## config.mk

```make
export PLATFORM = sky130hd
export DESIGN_NAME = keypad_debounce_flat
export DESIGN_NICKNAME = d
export VERILOG_FILES = /design/src/rtl/keypad_pkg.sv /design/src/rtl/keypad_debounce_if.sv /design/src/rtl/keypad_debounce_sync_2ff.sv /design/src/rtl/keypad_debounce.sv /design/src/flat_wrapper.sv
export SDC_FILE = /design/constraint.sdc
export NUM_CORES = 1
export LEC_CHECK = 0
export BUFFER_PORTS_ARGS = -buffer_cell sky130_fd_sc_hd__buf_2
export CORE_MARGIN = 2
export CORE_UTILIZATION = 40
export CTS_CLUSTER_SIZE = 12
export DETAILED_ROUTE_END_ITERATION = 10
export PLACE_DENSITY = 0.62
export SETUP_SLACK_MARGIN = 0.5
export SYNTH_ARGS = -nofsm -noshare
export SYNTH_HDL_FRONTEND = slang
export SYNTH_SLANG_ARGS = --single-unit
```

## constraint.sdc

```tcl
create_clock -name clk -period 4.3 [get_ports clk]
set_input_delay 0.43 -clock clk [delete_from_list [all_inputs] [get_ports clk]]
set_output_delay 0.43 -clock clk [all_outputs]
set_load 0.01 [all_outputs]
```

## src/rtl/keypad_pkg.sv

```systemverilog
// Shared types, constants and key-code helpers for the keypad debounce front end.
package keypad_pkg;

    typedef enum logic [2:0] {
        IDLE     = 3'd0,
        DEBOUNCE = 3'd1,
        PRESSED  = 3'd2,
        LOCKOUT  = 3'd3,
        RELEASE  = 3'd4
    } state_e;

    localparam int KEY_CODE_W     = 4;
    localparam int N_KEYS_DEFAULT = 12;
    localparam int CODE_SPACE     = 1 << KEY_CODE_W;

    function automatic logic is_onehot(input logic [CODE_SPACE-1:0] v);
        return (v != '0) && ((v & (v - 1'b1)) == '0);
    endfunction

    // Lowest set line wins; only meaningful once is_onehot() has been confirmed.
    function automatic logic [KEY_CODE_W-1:0] prio_index(input logic [CODE_SPACE-1:0] v);
        logic [KEY_CODE_W-1:0] idx;
        idx = '0;
        for (int i = CODE_SPACE - 1; i >= 0; i--) begin
            if (v[i]) idx = KEY_CODE_W'(i);
        end
        return idx;
    endfunction

endpackage

```

## src/rtl/keypad_debounce_if.sv

```systemverilog
// Keypad line input and key event outputs of the debounce stage.
interface keypad_debounce_if
    import keypad_pkg::*;
#(
    parameter int N_KEYS = N_KEYS_DEFAULT
);
    logic [N_KEYS-1:0]     keypad_in;
    logic [KEY_CODE_W-1:0] key_code;
    logic                  key_valid;
    logic                  key_err;
    logic                  key_held;
    state_e                dbg_state;

    // key_valid / key_err are single-cycle strobes with no back-pressure: the consumer
    // must take key_code in the cycle the strobe is high; key_code holds until the next press.
    modport master (
        output keypad_in,
        input  key_code, key_valid, key_err, key_held, dbg_state
    );

    modport slave (
        input  keypad_in,
        output key_code, key_valid, key_err, key_held, dbg_state
    );
endinterface

```

## src/rtl/keypad_debounce_sync_2ff.sv

```systemverilog
// Two-flop synchroniser for asynchronous level inputs, synchronous active-high reset.
module sync_2ff #(
    parameter int WIDTH = 1
) (
    input  logic             clk,
    input  logic             rst,
    input  logic [WIDTH-1:0] d,
    output logic [WIDTH-1:0] q
);
    logic [WIDTH-1:0] meta_q;
    logic [WIDTH-1:0] sync_q;

    always_ff @(posedge clk) begin
        if (rst) begin
            meta_q <= '0;
            sync_q <= '0;
        end else begin
            meta_q <= d;
            sync_q <= meta_q;
        end
    end

    assign q = sync_q;
endmodule

```

## src/rtl/keypad_debounce.sv

```systemverilog
// Synchronises and debounces the raw keypad lines and emits one event per accepted press.
module keypad_debounce
    import keypad_pkg::*;
#(
    parameter int N_KEYS    = N_KEYS_DEFAULT,
    parameter int DB_CYCLES = 1000
) (
    input  logic              clk,
    input  logic              rst,
    keypad_debounce_if.slave  kp
);
    localparam int CNT_W = $clog2(DB_CYCLES);
    localparam logic [CNT_W-1:0] CNT_LAST = CNT_W'(DB_CYCLES - 1);

    logic [N_KEYS-1:0] sync;

    sync_2ff #(.WIDTH(N_KEYS)) u_sync (
        .clk (clk),
        .rst (rst),
        .d   (kp.keypad_in),
        .q   (sync)
    );

    state_e                state_q,     state_d;
    state_e                origin_q,    origin_d;
    logic [N_KEYS-1:0]     cand_q,      cand_d;
    logic [CNT_W-1:0]      cnt_q,       cnt_d;
    logic [KEY_CODE_W-1:0] key_code_q,  key_code_d;
    logic                  key_valid_q, key_valid_d;
    logic                  key_err_q,   key_err_d;
    logic                  key_held_q,  key_held_d;

    logic [CODE_SPACE-1:0] cand_ext;
    assign cand_ext = CODE_SPACE'(cand_q);

    always_comb begin
        state_d     = state_q;
        origin_d    = origin_q;
        cand_d      = cand_q;
        cnt_d       = cnt_q;
        key_code_d  = key_code_q;
        key_valid_d = 1'b0;
        key_err_d   = 1'b0;
        key_held_d  = key_held_q;

        case (state_q)
            IDLE: begin
                if (sync != '0) begin
                    cand_d  = sync;
                    cnt_d   = '0;
                    state_d = DEBOUNCE;
                end
            end

            DEBOUNCE: begin
                if (sync == '0) begin
                    cnt_d   = '0;
                    state_d = IDLE;
                end else if (sync != cand_q) begin
                    cand_d = sync;
                    cnt_d  = '0;
                end else if (cnt_q != CNT_LAST) begin
                    cnt_d = cnt_q + CNT_W'(1);
                end else if (is_onehot(cand_ext)) begin
                    key_code_d  = prio_index(cand_ext);
                    key_valid_d = 1'b1;
                    key_held_d  = 1'b1;
                    cnt_d       = '0;
                    state_d     = PRESSED;
                end else begin
                    key_err_d = 1'b1;
                    cnt_d     = '0;
                    state_d   = LOCKOUT;
                end
            end

            // Only an all-zero line set can leave a held or locked-out key.
            PRESSED, LOCKOUT: begin
                if (sync == '0) begin
                    cnt_d    = '0;
                    origin_d = state_q;
                    state_d  = RELEASE;
                end
            end

            RELEASE: begin
                if (sync != '0) begin
                    cnt_d   = '0;
                    state_d = origin_q;
                end else if (cnt_q == CNT_LAST) begin
                    key_held_d = 1'b0;
                    cnt_d      = '0;
                    state_d    = IDLE;
                end else begin
                    cnt_d = cnt_q + CNT_W'(1);
                end
            end

            default: begin
                cnt_d   = '0;
                state_d = IDLE;
            end
        endcase
    end

    always_ff @(posedge clk) begin
        if (rst) begin
            state_q     <= IDLE;
            origin_q    <= PRESSED;
            cand_q      <= '0;
            cnt_q       <= '0;
            key_code_q  <= '0;
            key_valid_q <= 1'b0;
            key_err_q   <= 1'b0;
            key_held_q  <= 1'b0;
        end else begin
            state_q     <= state_d;
            origin_q    <= origin_d;
            cand_q      <= cand_d;
            cnt_q       <= cnt_d;
            key_code_q  <= key_code_d;
            key_valid_q <= key_valid_d;
            key_err_q   <= key_err_d;
            key_held_q  <= key_held_d;
        end
    end

    assign kp.key_code  = key_code_q;
    assign kp.key_valid = key_valid_q;
    assign kp.key_err   = key_err_q;
    assign kp.key_held  = key_held_q;
    assign kp.dbg_state = state_q;
endmodule

```

## src/flat_wrapper.sv

```systemverilog
// flat-port wrapper written by rule: the top's interface ports become plain ports
module keypad_debounce_flat import keypad_pkg::*;
#(
    parameter int N_KEYS    = N_KEYS_DEFAULT,
    parameter int DB_CYCLES = 1000
)
  (clk, rst, kp_keypad_in, kp_key_code, kp_key_valid, kp_key_err, kp_key_held, kp_dbg_state);
  keypad_debounce_if #(.N_KEYS(N_KEYS)) kp_i ();
  input  logic clk;
  input  logic rst;
  input wire logic [$bits(kp_i.keypad_in)-1:0] kp_keypad_in;
  output wire logic [$bits(kp_i.key_code)-1:0] kp_key_code;
  output wire logic [$bits(kp_i.key_valid)-1:0] kp_key_valid;
  output wire logic [$bits(kp_i.key_err)-1:0] kp_key_err;
  output wire logic [$bits(kp_i.key_held)-1:0] kp_key_held;
  output wire logic [$bits(kp_i.dbg_state)-1:0] kp_dbg_state;
  assign kp_i.keypad_in = kp_keypad_in;
  assign kp_key_code = kp_i.key_code;
  assign kp_key_valid = kp_i.key_valid;
  assign kp_key_err = kp_i.key_err;
  assign kp_key_held = kp_i.key_held;
  assign kp_dbg_state = kp_i.dbg_state;
  keypad_debounce #(.N_KEYS(N_KEYS), .DB_CYCLES(DB_CYCLES)) u_core (.clk(clk), .rst(rst), .kp(kp_i));
endmodule
```

==> metrics.md <==
| Metric | Value |
|---|---|
| Crit path capture type | `flop` |
| Mapped Area | `2650 µm²` |
| Vias | `1,974` |
| Cell family with most CP delay | `compound AO/OA/AOI/OAI gates` |
| Setup ws final | `1.66 ns` |
| Worst hold stages | `2` |
| Post-CTS setup buffers | `0` |
| Starting DRT DRC Count | `118` |
| Die Y | `85.3 µm` |
| Final period util | `0.615` |
| TritonCTS clock tree | `yes` |
| Slew margin rel. | `0.342` |
| Clock Root Buffer | `clkbuf_8` |
| Final hold viol count | `0` |
| Die footprint | `7280 µm²` |
| Core box area | `6390 µm²` |
| Worst r2r src | `u_core.u_sync.q[0]` |
| Row cnt | `29` |
| Cell count after synthesis | `around 280` |
| Global-route usage over all layers | `0.150` |
| Cell taking the most area after synthesis | `dfxtp_1` |
| Worst setup path class | `flop to flop` |
| Clock-pin slew on the worst setup and hold paths | `0.07 ns` |
| Routability-driven placement congestion ratio | `~0.86` |
| Setup Total Neg Slack | `0 ns` |
| Synth async-reset ratio | `0` |
| Min-delay src | `kp_keypad_in[3]` |
| Synth cell types | `56` |
| RSZ-0062 raised after global routing | `no` |
| WL/cell | `13.0 µm` |
| Clock buffer depth | `2` |
| Final-report setup violation count | `0` |
| HPWL Detailed | `3.38 mm` |
| Initial antenna violation count | `0` |
| Flop2flop setup slack | `between 1.5 and 2 ns` |
| Worst VDD drop | `0.278 mV` |
| Vias in the first global route | `1,902` |
| Slowest-stage cell, CP | `nor4_1` |
| Number of routed nets with antenna violations | `0` |
| Layout cells sized above 1 | `0.163` |
| Max_cap viols | `0` |
| Type of origin of the critical path | `flop` |
| Mapped Avg Cell Area | `between 9 and 10 µm²` |
| Crit path largest cell delay | `0.71 ns` |
| Global-route wire length before repair | `8.73 mm` |
| Syn_nets | `297` |
| Num CTS Buffers | `9` |
| Dpl ws | `1.65 ns` |
| Area Growth Syn to Fin | `13.3%` |
| I/O pins | `24` |
| Status | `completed` |
| Seq cells post-synth | `approximately 60` |
| Remaining global-route overflow | `0` |
| Area contributors post-synth | `dfxtp_1 (45%), nor2b_1 (7.3%), mux2i_1 (5.7%)` |
| Post-synth top area share | `0.446` |
| Seq/Total Area, Yosys | `0.446` |
| Max-slew violations | `0` |
| Post-cts sizing count | `0` |
| Worst Setup SP | `u_core.u_sync.q[0]` |
| Achievable Freq | `0.378 GHz` |
| PortBufs | `23` |
| Largest net degree at the start of global routing | `57` |
| CP Data Arrival Time | `2.90 ns` |
| Antenna diodes | `0` |
| Layout fillers | `between 600 and 700` |
| Worst Tran Pin Value | `0.986 ns` |
| Cells on worst reg2reg path | `5` |
| Routed wire length | `between 4 and 5 mm` |
| Buf/Inv on CP | `0` |
| Syn. warnings | `0` |
| Die X | `85.3 µm` |
| Nets@finish | `316` |
| Crit-path cells | `nor4_1, nand4_1, a21oi_1, o21bai_1, nor2_1` |
| Crit Path Max Fanout | `12` |
| WP data required | `4.56 ns` |
| Levels on crit path | `5` |
| PwrDens | `507 nW/µm²` |
| CTS H-tree lvls | `3` |
| HP Class | `input pin to flop` |
| Vias per cell | `a little over 5` |
| Initial Util | `0.414` |
| Multi-input logic area | `1360 µm²` |
| Post-synth EDFFs | `0` |
| Fin util | `0.470` |
| Reg2reg end | `u_core.cnt_q[1]` |
| Main synth FF type | `dfxtp_1` |
| Drt pass-1 iters | `4` |
| Register area | `roughly 1200 µm²` |
| Lkg Pwr | `1.25 nW` |
| Hold_buf cts | `0` |
| Clk_skew | `0.00833 ns` |
| End of the worst hold path | `u_core.u_sync.meta_q[3]` |
| Clk sinks | `59` |
| DRC viols | `0` |
| Crit path time final | `2.64 ns` |
| Skew-Pair Late Insertion Delay | `0.34 ns` |
layer usage:
metal  vias up  GRT usage  routed length [µm]
met5         -          0                   0
met4         0     0.0808                 112
met3        13     0.0331                 196
met2        39      0.239                2220
met1       907      0.189                2450
li1       1015          -                   -
layout make-up:
| type | instances | area share |
|---|---|---|
| inverter | 7 | 0.00876 |
| timing repair buffer | 23 | 0.0384 |
| multi-input combinational | 201 | 0.455 |
| tap | 77 | 0.0321 |
| clock buffer | 9 | 0.0413 |
| sequential | 59 | 0.394 |
| clock inverter | 7 | 0.0309 |
Yosys cell counts (2+ instances only):
library cell	instances
and2_1	2
o21ai_1	6
dfxtp_1	59
nand4_1	6
nor2_1	36
clkbuf_1	9
nand2_1	8
mux2i_1	15
nand3_1	4
buf_2	3
nor2b_1	31
xor2_1	15
o21ai_0	2
a2111oi_0	2
a21oi_1	6
nor3b_1	3
buf_6	2
xnor2_1	6
or3_1	2
nand2b_1	4
inv_1	7
a211o_1	3
nor4_1	8
o21bai_1	2
and3_1	4
nor3_1	4
o41ai_2	2
o31ai_1	2
nand3b_1	2
worst register-to-register path, stage by stage (launching register included):
cell and delay, ns:
dfxtp_1 0.33, nor4_1 0.71, nand4_1 0.17, a21oi_1 0.71
o21bai_1 0.46, nor2_1 0.19
report_power, final:
| group | total [mW] | switching [mW] | internal, mW | leakage [nW] |
|---|---|---|---|---|
| combinational | 0.349 | 0.197 | 0.152 | 0.667 |
| clock | 0.543 | 0.220 | 0.323 | 0.101 |
| sequential | 0.629 | 0.0490 | 0.580 | 0.482 |
flip-flops by register name, summed over array words and instances, names as in the netlist, 3 cells and up:
signal	count
u_core.u_sync.q	12
u_core.kp.dbg_state	3
u_core.kp.key_code	4
u_core.cnt_q	10
u_core.u_sync.meta_q	12
u_core.cand_q	12
u_core.origin_q	3
worst max path at each step:
stage / to
2_1_floorplan: u_core.kp.key_code[1]
3_3_place_gp: u_core.cnt_q[9]
3_5_place_dp: u_core.cnt_q[1]
4_1_cts: u_core.cnt_q[1]
5_1_grt: u_core.cnt_q[1]
6_report: u_core.cnt_q[1]
stage by stage:
step | power, mW | hold WS (ns) | std cells | instance area [µm²]
final | 1.52 | 0.300 | 383 | 3000
after global routing | 1.61 | 0.288 | 383 | 3000
after CTS | 1.54 | 0.290 | 383 | 3000
after detailed placement | 0.988 | 0.420 | 367 | 2780
after global placement | 0.987 | 0.420 | 367 | 2780
after floorplan | 0.921 | 0.411 | 282 | 2650
cells in the final DEF (no fill, tap or decap), types with 6 or more instances in the layout:
master and count:
xnor2_1 6, nor4_1 8, dfxtp_1 59, o21ai_1 6
nor2b_1 31, a21oi_1 6, nor2_1 36, nand2_1 8
clkbuf_8 9, inv_1 7, buf_2 23, mux2i_1 15
nand4_1 6, xor2_1 15
kinds of logic after synthesis:
logic type,Yosys count,share of synthesized area
and+or+nand+nor,122,0.256
DFF,59,0.446
AOI/OAI and AO/OA,40,0.119
buffers and inverters,22,0.0383
xor gates and xnor gates,21,0.0695
muxes,16,0.0624
adders and majority gates,2,0.00851
No activity file was read; power rests on OpenSTA's default activity.
